==> src/rtl/reg_bank_if.sv <==
// CPU-side bus of reg_bank: addressed, byte-strobed writes and a registered read
// response carrying valid and error strobes.
interface reg_bank_if #(
    parameter int ADDR_WIDTH = 2,
    parameter int REG_WIDTH  = 32
);
    logic [ADDR_WIDTH-1:0]  cpu_addr_i;
    logic                   cpu_wr_en_i;
    logic [REG_WIDTH/8-1:0] cpu_be_i;
    logic [REG_WIDTH-1:0]   cpu_wdata_i;
    logic                   cpu_rd_en_i;
    logic [REG_WIDTH-1:0]   cpu_rdata_o;
    logic                   cpu_rvalid_o;
    logic                   cpu_err_o;

    modport master (
        output cpu_addr_i, cpu_wr_en_i, cpu_be_i, cpu_wdata_i, cpu_rd_en_i,
        input  cpu_rdata_o, cpu_rvalid_o, cpu_err_o
    );

    modport slave (
        input  cpu_addr_i, cpu_wr_en_i, cpu_be_i, cpu_wdata_i, cpu_rd_en_i,
        output cpu_rdata_o, cpu_rvalid_o, cpu_err_o
    );
endinterface

==> src/rtl/reg_bank.sv <==
// Parametrised UART control/status register bank with per-bit RW / W1C / read-clear
// CPU policies. Defining REG_BANK_IRQ_EN adds IRQ_MASK and a registered irq_o.
module reg_bank #(
    parameter int                                NUM_REGS    = 4,
    parameter int                                REG_WIDTH   = 32,
    parameter int                                ADDR_WIDTH  = 2,
    parameter logic [NUM_REGS*REG_WIDTH-1:0]     RW_MASK     = '0,
    parameter logic [NUM_REGS*REG_WIDTH-1:0]     W1C_MASK    = '0,
    parameter logic [NUM_REGS*REG_WIDTH-1:0]     RC_MASK     = '0,
    parameter logic [NUM_REGS*REG_WIDTH-1:0]     RESET_VALUE = '0
`ifdef REG_BANK_IRQ_EN
    , parameter logic [NUM_REGS*REG_WIDTH-1:0]   IRQ_MASK    = '0
`endif
) (
    input  logic                          clk_i,
    input  logic                          rst_ni,
    reg_bank_if.slave                     cpu,
    input  logic [NUM_REGS-1:0]           periph_wr_en_i,
    input  logic [NUM_REGS*REG_WIDTH-1:0] periph_wdata_i,
    input  logic [NUM_REGS*REG_WIDTH-1:0] periph_set_i,
    output logic [NUM_REGS*REG_WIDTH-1:0] data_o,
    output logic [NUM_REGS-1:0]           updated_o
`ifdef REG_BANK_IRQ_EN
    , output logic                        irq_o
`endif
);
    localparam int                  DW         = NUM_REGS * REG_WIDTH;
    localparam logic [ADDR_WIDTH:0] NUM_REGS_W = (ADDR_WIDTH + 1)'(NUM_REGS);

    logic [DW-1:0]        r_data;
    logic [DW-1:0]        w_next;
    logic [REG_WIDTH-1:0] r_rdata;
    logic [REG_WIDTH-1:0] w_rd_word;
    logic [REG_WIDTH-1:0] w_be_bits;
    logic                 r_rvalid;
    logic                 r_err;
    logic [NUM_REGS-1:0]  r_updated;
    logic [NUM_REGS-1:0]  w_touch;
    logic                 w_addr_ok;

    assign w_addr_ok = {1'b0, cpu.cpu_addr_i} < NUM_REGS_W;

    always_comb begin
        for (int b = 0; b < REG_WIDTH; b++) begin
            w_be_bits[b] = cpu.cpu_be_i[b/8];
        end
    end

    // Priority is applied lowest-first so each later step overrides the earlier ones:
    // read-clear, then peripheral write, then CPU write, then sticky set.
    always_comb begin
        // NOTE: every combinational output gets a default before the loop; a path that
        // leaves one unassigned would otherwise infer a latch.
        w_next    = r_data;
        w_touch   = '0;
        w_rd_word = '0;
        for (int r = 0; r < NUM_REGS; r++) begin
            logic [REG_WIDTH-1:0] cur;
            logic [REG_WIDTH-1:0] rw;
            logic [REG_WIDTH-1:0] set;
            logic [REG_WIDTH-1:0] cpu_chg;
            logic [REG_WIDTH-1:0] word;
            logic                 hit;
            logic                 wr;
            cur     = r_data[r*REG_WIDTH +: REG_WIDTH];
            rw      = RW_MASK[r*REG_WIDTH +: REG_WIDTH];
            set     = periph_set_i[r*REG_WIDTH +: REG_WIDTH];
            hit     = w_addr_ok && (cpu.cpu_addr_i == ADDR_WIDTH'(r));
            wr      = hit && cpu.cpu_wr_en_i;
            cpu_chg = wr ? (w_be_bits & (rw | (W1C_MASK[r*REG_WIDTH +: REG_WIDTH]
                                              & cpu.cpu_wdata_i)))
                         : '0;
            word    = cur;
            if (hit && cpu.cpu_rd_en_i) begin
                word      = word & ~RC_MASK[r*REG_WIDTH +: REG_WIDTH];
                w_rd_word = cur;
            end
            if (periph_wr_en_i[r]) begin
                word = periph_wdata_i[r*REG_WIDTH +: REG_WIDTH];
            end
            word = (word & ~cpu_chg) | (cpu.cpu_wdata_i & rw & cpu_chg);
            word = word | set;
            w_next[r*REG_WIDTH +: REG_WIDTH] = word;
            w_touch[r] = wr | periph_wr_en_i[r] | (|set);
        end
    end

    // NOTE: state is updated with non-blocking assignments so every flop samples the
    // pre-edge values; the register contents are architectural, so all of them reset.
    always_ff @(posedge clk_i or negedge rst_ni) begin
        if (!rst_ni) begin
            r_data    <= RESET_VALUE;
            r_rdata   <= '0;
            r_rvalid  <= 1'b0;
            r_err     <= 1'b0;
            r_updated <= '0;
        end else begin
            r_data    <= w_next;
            r_updated <= w_touch;
            r_rvalid  <= cpu.cpu_rd_en_i;
            r_err     <= (cpu.cpu_rd_en_i | cpu.cpu_wr_en_i) & ~w_addr_ok;
            if (cpu.cpu_rd_en_i) begin
                r_rdata <= w_rd_word;
            end
        end
    end

`ifdef REG_BANK_IRQ_EN
    logic r_irq;

    // Evaluated on next-state data so irq_o rises together with the bit on data_o.
    always_ff @(posedge clk_i or negedge rst_ni) begin
        if (!rst_ni) begin
            r_irq <= 1'b0;
        end else begin
            r_irq <= |(w_next & IRQ_MASK);
        end
    end

    assign irq_o = r_irq;
`endif

    assign data_o           = r_data;
    assign updated_o        = r_updated;
    assign cpu.cpu_rdata_o  = r_rdata;
    assign cpu.cpu_rvalid_o = r_rvalid;
    assign cpu.cpu_err_o    = r_err;
endmodule

==> src/flat_wrapper.sv <==
// flat-port wrapper written by rule: the top's interface ports become plain ports
module reg_bank_flat 
#(
    parameter int                                NUM_REGS    = 4,
    parameter int                                REG_WIDTH   = 32,
    parameter int                                ADDR_WIDTH  = 2,
    parameter logic [NUM_REGS*REG_WIDTH-1:0]     RW_MASK     = '0,
    parameter logic [NUM_REGS*REG_WIDTH-1:0]     W1C_MASK    = '0,
    parameter logic [NUM_REGS*REG_WIDTH-1:0]     RC_MASK     = '0,
    parameter logic [NUM_REGS*REG_WIDTH-1:0]     RESET_VALUE = '0

)
  (clk_i, rst_ni, periph_wr_en_i, periph_wdata_i, periph_set_i, data_o, updated_o, cpu_cpu_addr_i, cpu_cpu_wr_en_i, cpu_cpu_be_i, cpu_cpu_wdata_i, cpu_cpu_rd_en_i, cpu_cpu_rdata_o, cpu_cpu_rvalid_o, cpu_cpu_err_o);
  reg_bank_if #(.ADDR_WIDTH(ADDR_WIDTH), .REG_WIDTH(REG_WIDTH)) cpu_i ();
  input  logic clk_i;
  input  logic rst_ni;
  input  logic [NUM_REGS-1:0] periph_wr_en_i;
  input  logic [NUM_REGS*REG_WIDTH-1:0] periph_wdata_i;
  input  logic [NUM_REGS*REG_WIDTH-1:0] periph_set_i;
  output logic [NUM_REGS*REG_WIDTH-1:0] data_o;
  output logic [NUM_REGS-1:0] updated_o;
  input wire logic [$bits(cpu_i.cpu_addr_i)-1:0] cpu_cpu_addr_i;
  input wire logic [$bits(cpu_i.cpu_wr_en_i)-1:0] cpu_cpu_wr_en_i;
  input wire logic [$bits(cpu_i.cpu_be_i)-1:0] cpu_cpu_be_i;
  input wire logic [$bits(cpu_i.cpu_wdata_i)-1:0] cpu_cpu_wdata_i;
  input wire logic [$bits(cpu_i.cpu_rd_en_i)-1:0] cpu_cpu_rd_en_i;
  output wire logic [$bits(cpu_i.cpu_rdata_o)-1:0] cpu_cpu_rdata_o;
  output wire logic [$bits(cpu_i.cpu_rvalid_o)-1:0] cpu_cpu_rvalid_o;
  output wire logic [$bits(cpu_i.cpu_err_o)-1:0] cpu_cpu_err_o;
  assign cpu_i.cpu_addr_i = cpu_cpu_addr_i;
  assign cpu_i.cpu_wr_en_i = cpu_cpu_wr_en_i;
  assign cpu_i.cpu_be_i = cpu_cpu_be_i;
  assign cpu_i.cpu_wdata_i = cpu_cpu_wdata_i;
  assign cpu_i.cpu_rd_en_i = cpu_cpu_rd_en_i;
  assign cpu_cpu_rdata_o = cpu_i.cpu_rdata_o;
  assign cpu_cpu_rvalid_o = cpu_i.cpu_rvalid_o;
  assign cpu_cpu_err_o = cpu_i.cpu_err_o;
  reg_bank #(.NUM_REGS(NUM_REGS), .REG_WIDTH(REG_WIDTH), .ADDR_WIDTH(ADDR_WIDTH), .RW_MASK(RW_MASK), .W1C_MASK(W1C_MASK), .RC_MASK(RC_MASK), .RESET_VALUE(RESET_VALUE)) u_core (.clk_i(clk_i), .rst_ni(rst_ni), .cpu(cpu_i), .periph_wr_en_i(periph_wr_en_i), .periph_wdata_i(periph_wdata_i), .periph_set_i(periph_set_i), .data_o(data_o), .updated_o(updated_o));
endmodule
==> config.mk <==
export PLATFORM = sky130hd
export DESIGN_NAME = reg_bank_flat
export DESIGN_NICKNAME = d
export VERILOG_FILES = /design/src/rtl/reg_bank_if.sv /design/src/rtl/reg_bank.sv /design/src/flat_wrapper.sv
export SDC_FILE = /design/constraint.sdc
export NUM_CORES = 1
export LEC_CHECK = 0
export CAP_MARGIN = 20
export CELL_PAD_IN_SITES_DETAIL_PLACEMENT = 0
export CELL_PAD_IN_SITES_GLOBAL_PLACEMENT = 2
export CORE_AREA = 5 5 187 189
export CTS_CLUSTER_SIZE = 40
export DETAILED_ROUTE_END_ITERATION = 8
export DIE_AREA = 0 0 192 194
export PLACE_DENSITY_LB_ADDON = 0.25
export SKIP_CTS_REPAIR_TIMING = 1
export SLEW_MARGIN = 20
export SYNTH_ARGS = -nofsm -noshare
export SYNTH_HDL_FRONTEND = slang
export SYNTH_SLANG_ARGS = --single-unit
==> constraint.sdc <==
create_clock -name clk_i -period 2 [get_ports clk_i]
set_clock_uncertainty 0.15 [all_clocks]
set_input_delay 0.4 -clock clk_i [delete_from_list [all_inputs] [get_ports clk_i]]
set_output_delay 0.4 -clock clk_i [all_outputs]
set_load 0.02 [all_outputs]
# == Word-level counts from Yosys, hierarchy flattened ==
# Index checks and enable logic that the tools add are counted.
# totals
reg_bits,165
output_inout_bits,166
word_cells,40
# classes
n_eq_ne,3
n_mux,8
n_bitwise,12
n_reduce_logical,13
# ops
cell,count
$mux W32,8
$or A32 B32 Y32,4
$reduce_or A32 Y1,4
$logic_and A1 B1 Y1,8
$or A1 B1 Y1,8
$eq A2 B2 Y1 const B,2
$eq A2 B1 Y1 const B,1
$logic_not A2 Y1,1

# == Logic depth before layout (Yosys ltp) ==
# Gate-level depths: netlist (run 1).
# logic_depth
ltp_word,6
mapped_depth,5
ltp_nobuf,3

# == Worst setup path before layout (run 1) ==
# OpenSTA, ideal clock, no wires.
# synth_path
path_type,input to register
from,in cpu_cpu_addr_i[0]
to,"reg u_core.r_rdata[10], in the netlist u_core.cpu.cpu_rdata_o[10]"
setup_ns,0.125
arrival_time_ns,1.413
required_ns,1.725
setup_slack_ns,0.312
cell_stages,4
path_buffers,2
path_cell_list,buf_6 -> buf_12 -> mux4_2 -> mux2_4
# synth_between
elab_chain_len,6
# synth_lines
element,line_no,source
from (decl),flat_wrapper.sv:22,input wire logic [$bits(cpu_i.cpu_addr_i)-1:0] cpu_cpu_addr_i;
$logic_not A2 Y1,reg_bank.sv:68,hit = w_addr_ok && (cpu.cpu_addr_i == ADDR_WIDTH'(r));
$logic_and A1 B1 Y1,reg_bank.sv:74,if (hit && cpu.cpu_rd_en_i) begin
$mux W32 (3 in series),reg_bank.sv:74,
$mux W32 *,reg_bank.sv:74,
to (signal assigned),reg_bank.sv:103,r_rdata <= w_rd_word;
to (decl),reg_bank.sv:32,logic [REG_WIDTH-1:0] r_rdata;
# Mark *: on every way between the ends. The rest lies on a longest branch, timed or not.
# A chain may end at the register's enable or synchronous reset.

# == Worst setup path in the final report (run 1) ==
# layout_path
from,in periph_set_i[46]
to,"reg u_core.r_updated[1], in the netlist u_core.updated_o[1]"
# layout_between
elab_chain_len,2
# layout_lines
element,line_no,source
from (decl),flat_wrapper.sv:19,input logic [NUM_REGS*REG_WIDTH-1:0] periph_set_i;
$reduce_or A32 Y1,reg_bank.sv:84,w_touch[r] = wr | periph_wr_en_i[r] | (|set);
$or A1 B1 Y1,reg_bank.sv:84,
named net u_core.w_touch[1],reg_bank.sv:38,logic [NUM_REGS-1:0] w_touch;
to (signal assigned),reg_bank.sv:99,r_updated <= w_touch;
to (decl),reg_bank.sv:37,logic [NUM_REGS-1:0] r_updated;
# The timed path passes the listed nets, and every way through them passes these cells.

==> results of run 1 <==
cell usage after synthesis:
cell,instances
a211o_1,128
buf_1,8
buf_12,3
buf_2,19
buf_4,1
buf_6,1
clkbuf_1,9
conb_1,1
dfrtp_1,165
inv_1,1
mux2_2,4
mux2_4,28
mux4_1,4
mux4_2,28
nand2_1,5
nand2b_1,1
nand4_1,4
nor2_1,4
nor2b_1,128
nor3_1,4
nor4_1,28
o2111ai_1,4
or3_1,4
critical path, cell delays in order:
cell	delay, ps
clkdlybuf4s50_1	490
nor4_1	560
buf_4	210
o2111ai_1	140
or3_1	360
state kept, by name, summed over array words and instances (netlist names):
| signal | flops |
|---|---|
| u_core.cpu.cpu_rdata_o | 32 |
| u_core.cpu.cpu_rvalid_o | 1 |
| u_core.updated_o | 4 |
| u_core.data_o | 128 |
per-layer routing:
| metal | track usage | vias up | part of all wire |
|---|---|---|---|
| met5 | 0 | - | 0.00076 |
| li1 | - | 3203 | - |
| met1 | 0.2167 | 3421 | 0.39 |
| met3 | 0.07112 | 32 | 0.087 |
| met2 | 0.3243 | 273 | 0.50 |
| met4 | 0.04437 | 4 | 0.014 |
per-stage QoR:
step                cells  TNS [ps]  area [um^2]
global route         1534         0        14160
finish               1534         0        14160
global placement     1500     -1852        13140
CTS                  1532     -5222        13740
detailed placement   1500     -1867        13140
floorplan             582         0         7818
how the worst max path moves through the flow:
stage                              start                         end  slack, ps  cells after the start
6_report                periph_set_i[46]         u_core.updated_o[1]         10                      5
5_1_grt        u_core.cpu.cpu_rdata_o[2]          cpu_cpu_rdata_o[2]          3                      1
4_1_cts               u_core.data_o[110]                 data_o[110]       -170                      1
3_5_place_dp            periph_set_i[98]         u_core.updated_o[3]       -600                      5
3_3_place_gp            periph_set_i[98]         u_core.updated_o[3]       -590                      5
2_1_floorplan          cpu_cpu_addr_i[0]  u_core.cpu.cpu_rdata_o[10]        310                      4
placed cells by master (no fill, tap or decap), types with 3 or more instances in the layout:
cell               n
nand4_1            4
a211o_1          128
nor2b_1          128
mux2_4            28
mux4_1             4
nand2_1            5
or3_1              4
nor3_1             4
clkinv_2           3
clkinvlp_4         4
buf_4             71
buf_12            10
clkdlybuf4s50_1  262
nor4_1            26
dfrtp_1          165
buf_2              7
clkbuf_16         17
mux4_2            28
clkbuf_8           3
o2111ai_1          4
dlymetal6s2s_1   160
nor2_1             4
mux2_2             4
where the power goes:
group          leakage, nW  switching [mW]  internal (mW)  total (mW)
Combinational         4.02            1.03           1.39        2.42
Clock                0.282            1.49           1.94        3.43
Sequential            1.68           0.199           3.60        3.80
cell type report:
class	count	share of cell area
antenna	1	0.0001767
clock buffer	21	0.03322
clock inverter	11	0.008658
inverter	1	0.0002650
multi-input combinational	375	0.2443
sequential	165	0.2915
tap	448	0.03958
timing repair buffer	512	0.3823
cell families after synthesis:
family | count (synthesis) | synth area share
flip-flops | 165 | 0.5282
multiplexers | 64 | 0.1536
buffers and inverters | 42 | 0.03089
AND/OR/NAND/NOR | 178 | 0.1389
AO/OA/AOI/OAI | 132 | 0.1479
other | 1 | 0.0004797
==> metrics, run 1 <==
status=finished, final reports clean; hold path depth=2; total CTS buffers=17; vias in the first global route=7,659; DRT Wirelength=35.73 mm; core box area=33,110 um^2; worst min-delay path endpoint=u_core.cpu.cpu_rvalid_o; Clk Tree Root Cell=clkbuf_16; Starting Density=0.2361; Distinct cells, synth=23; Synth area leader=dfrtp_1; Peak VDD IR=0.5932 mV; Hold Path Origin=cpu_cpu_rd_en_i; WL/cell=23.29 um; IO buf count=430; CTS tree=yes; gpl congestion=0.7632; reg2reg path depth=2; final core utilization=0.4277; Hold WC Path Type=in2reg; IO Count=468; final count of pins violating max slew=0; crit path max fanout=2; area delta synth->final=81.16%; multi-input logic area=3460 um^2; Crit path arrival time=2150 ps; setup slack at placement=-599.5 ps; Max Fclk=0.5030 GHz; die height=194 um; post-detail-place hpwl=27.87 mm; Worst Tran Pin Value=656.5 ps; layout cell share with drive strength beyond 1=0.1677; Rows=67; Final Hold Vio Count=0; fin nets=1,374; Pre-antenna DRT Iters=4; Avg Inst Size Synth=13.43 um^2; clk sinks=165; setup violators final=0; post-route ant nets=0; Synth Register Bits=165; H-tree Lvls=4; largest net degree at the start of global routing=65; R2R Setup Slk=530 ps; Setup crit end kind=flop; GRT Util Overall=0.1864; Synth warnings=0; required time worst endpoint=2170 ps; grt ovf=0; initial antenna violation count=3; largest cells by area after synthesis=dfrtp_1 53%, a211o_1 14%, nor2b_1 10%; Yosys top cell area share=0.5282; Fillers=3,149; worst-skew pair later-pin latency=440 ps; first-pass GRT wire length=51.05 mm; final worst-path cycle share=0.9941; Worst slew margin=0.5583; Setup WS post-layout=11.82 ps; post-detailed-route DRC marker count=0; Pwr per Cell Area=682.0 nW/um^2; Synth Instances=582; post-DR vias/cell=4.520; Netlist Area Pre-Place=7817 um^2; Setup CP Type=in2reg; Die X=192 um; Reg clk slew, reported paths=60 ps; startpoint types=primary input; syn nets=884; R2R Path Start=u_core.data_o[95]; DR vias=6,933; max-cap viol count=0; worst hold slack=221.6 ps; sequential share of the synthesized area=0.5282; leakage power=5.983 nW; Worst R2R End=u_core.cpu.cpu_rdata_o[31]; Longest Clk Path Bufs=2; RSZ-0062 raised after global routing=no; die area=37,250 um^2; Final min period=1988 ps; sequential cell area=4129 um^2; DR iter-0 viols=280; Power, Total=9.659 mW
Power figures use the tool's default switching activity.
==> inputs of run 2 (changes only) <==
--- a/constraint.sdc
+++ b/constraint.sdc
@@ -3,3 +3,3 @@
 set_input_delay 0.4 -clock clk_i [delete_from_list [all_inputs] [get_ports clk_i]]
 set_output_delay 0.4 -clock clk_i [all_outputs]
-set_load 0.02 [all_outputs]
+set_load 0.01 [all_outputs]
==> run 2 against run 1 <==
Compared with the run above: total power down 1.4%; critical path depth down 4; combinational power down 7%; largest power group unchanged; sequential cell count stayed put; sequential share of layout area grew 0.51 points; non-clock buffer count rose by 3; global-route usage up 0.16 points.
==> metrics, run 2 (same netlist as run 1, synthesis figures left out) <==
setup violators final=0 (unchanged); CP delay by family, top=buffers and inverters; first-pass GRT wire length=51.85 mm (+1.6%); commonest cells after routing, fill and taps aside=381 x clkdlybuf4s50_1, 165 x dfrtp_1, 128 x nor2b_1, 128 x a211o_1, 73 x buf_4; WL/cell=22.97 um (-1.4%); Hold WC Path Type=in2reg; crit path max fanout=3 (+1); Setup WS post-layout=58.28 ps (+46.46 ps); setup slack at placement=-585.9 ps (+13.66 ps); max-cap viol count=0 (unchanged); IO Count=468 (unchanged); Final min period=1942 ps (-46.46 ps); start point of the critical path=u_core.data_o[49]; Worst slew margin=0.6001 (+0.04178); area delta synth->final=78.07%; layout cell share with drive strength beyond 1=0.1719 (+0.004133); commonest non-fill, non-tap cell in the layout=clkdlybuf4s50_1; CP bufs+invs=1 (-1); R2R Setup Slk=550 ps (+20 ps); status=finished, final reports clean; Placed Cells=1,503 (+0.20%); Longest Clk Path Bufs=2 (unchanged); Pwr per Cell Area=684.5 nW/um^2 (+0.36%); reg2reg path depth=2 (unchanged); IO buf count=430 (unchanged); slowest CP cell=clkdlybuf4s50_1; non-filler instance count after layout=1,538 (+0.26%); max reg flops=128 (unchanged); WP depth=1 (-4); required time worst endpoint=1450 ps (-720 ps); Setup crit end kind=output pin; leakage power=5.537 nW (-7.5%); Rows=67 (unchanged); Starting Density=0.2361 (unchanged); Post-DP Area=13,180 um^2 (+0.27%); post-route ant nets=0 (unchanged); startpoint types=flop; worst-skew pair later-pin latency=440 ps (about the same); vias in the first global route=7,717 (+0.76%); clk sinks=165 (unchanged); fin nets=1,377 (+0.22%); DR iter-0 viols=212 (-24%); die area=37,250 um^2 (unchanged); Final Hold Vio Count=0 (unchanged); Die X=192 um (unchanged); Max Fclk=0.5150 GHz (+2.4%); total CTS buffers=17 (unchanged); largest net degree at the start of global routing=65 (unchanged); Peak VDD IR=0.5885 mV (-0.79%); Pre-antenna DRT Iters=4 (unchanged); worst hold slack=214.4 ps (-7.252 ps); CP Cell Sequence=clkdlybuf4s50_1; R2R Path Start=u_core.data_o[77]; die height=194 um (unchanged); Setup CP Type=reg2out; Worst Tran Pin Value=594.4 ps (-62.10 ps); CTS tree=yes; post-DR vias/cell=4.469 (-1.1%); Clk Tree Root Cell=clkbuf_16; grt ovf=0 (unchanged); post-detail-place hpwl=27.76 mm (-0.39%); final worst-path cycle share=0.9709 (-0.02323); GRT Util Overall=0.1880 (+0.001576); core box area=33,110 um^2 (unchanged); Reg clk slew, reported paths=70 ps (about the same); H-tree Lvls=4 (unchanged); Worst R2R End=u_core.cpu.cpu_rdata_o[13]; Hold Path Origin=cpu_cpu_rd_en_i; initial antenna violation count=5 (+2); RSZ-0062 raised after global routing=no; Fillers=3,163 (+0.44%); CP peak stage delay=560 ps (about the same); DRT Wirelength=35.32 mm (-1.1%); DR vias=6,874 (-0.85%); gpl congestion=0.7792 (+2.1%); final count of pins violating max slew=0 (unchanged); Crit path arrival time=1390 ps (-760 ps); cell area after layout=13,920 um^2 (-1.7%); Worst Setup EP=data_o[49]; post-detailed-route DRC marker count=0 (unchanged)
==> run 2: area by class of cell <==
| cell class | instances | area [um^2] | area share |
|---|---|---|---|
| multi-input combinational | 375 | 3472 | 0.2494 |
| antenna | 2 | 5.005 | 0.0003595 |
| clock inverter | 13 | 156.4 | 0.01123 |
| sequential | 165 | 4129 | 0.2966 |
| tap | 448 | 560.5 | 0.04027 |
| timing repair buffer | 515 | 5151 | 0.3700 |
| inverter | 1 | 3.754 | 0.0002696 |
| clock buffer | 19 | 442.9 | 0.03182 |
==> run 2: power breakdown <==
| part | internal, mW | total [mW] | switching (mW) |
|---|---|---|---|
| Combinational | 1.43 | 2.25 | 0.823 |
| Clock | 2.00 | 3.46 | 1.47 |
| Sequential | 3.60 | 3.81 | 0.207 |
==> run 2: stage by stage <==
step	utilization	total power, mW	TNS [ps]
floorplan	-	4.611	0
global placement	0.3980	6.164	-1836
detailed placement	0.3980	6.174	-1888
CTS	0.4161	9.721	-732.1
global route	0.4203	10.00	0
finish	0.4204	9.529	0
==> run 2: worst min-delay path by stage <==
stage	end	slack, ps	cells after the start
global placement	u_core.data_o[102]	240	1
finish	u_core.cpu.cpu_rvalid_o	210	2
global route	u_core.cpu.cpu_rvalid_o	200	2
detailed placement	u_core.data_o[65]	240	1
floorplan	u_core.cpu.cpu_rdata_o[0]	-50	0
CTS	u_core.cpu.cpu_rdata_o[2]	-240	1
==> run 2: layer usage <==
| layer | wire [um] | vias up | share of wire | track usage |
|---|---|---|---|---|
| li1 | - | 3206 | - | - |
| met3 | 3079 | 22 | 0.087 | 0.07688 |
| met5 | 41 | - | 0.0012 | 0 |
| met1 | 14070 | 3385 | 0.40 | 0.2208 |
| met2 | 17820 | 255 | 0.50 | 0.3263 |
| met4 | 317 | 6 | 0.0090 | 0.03354 |
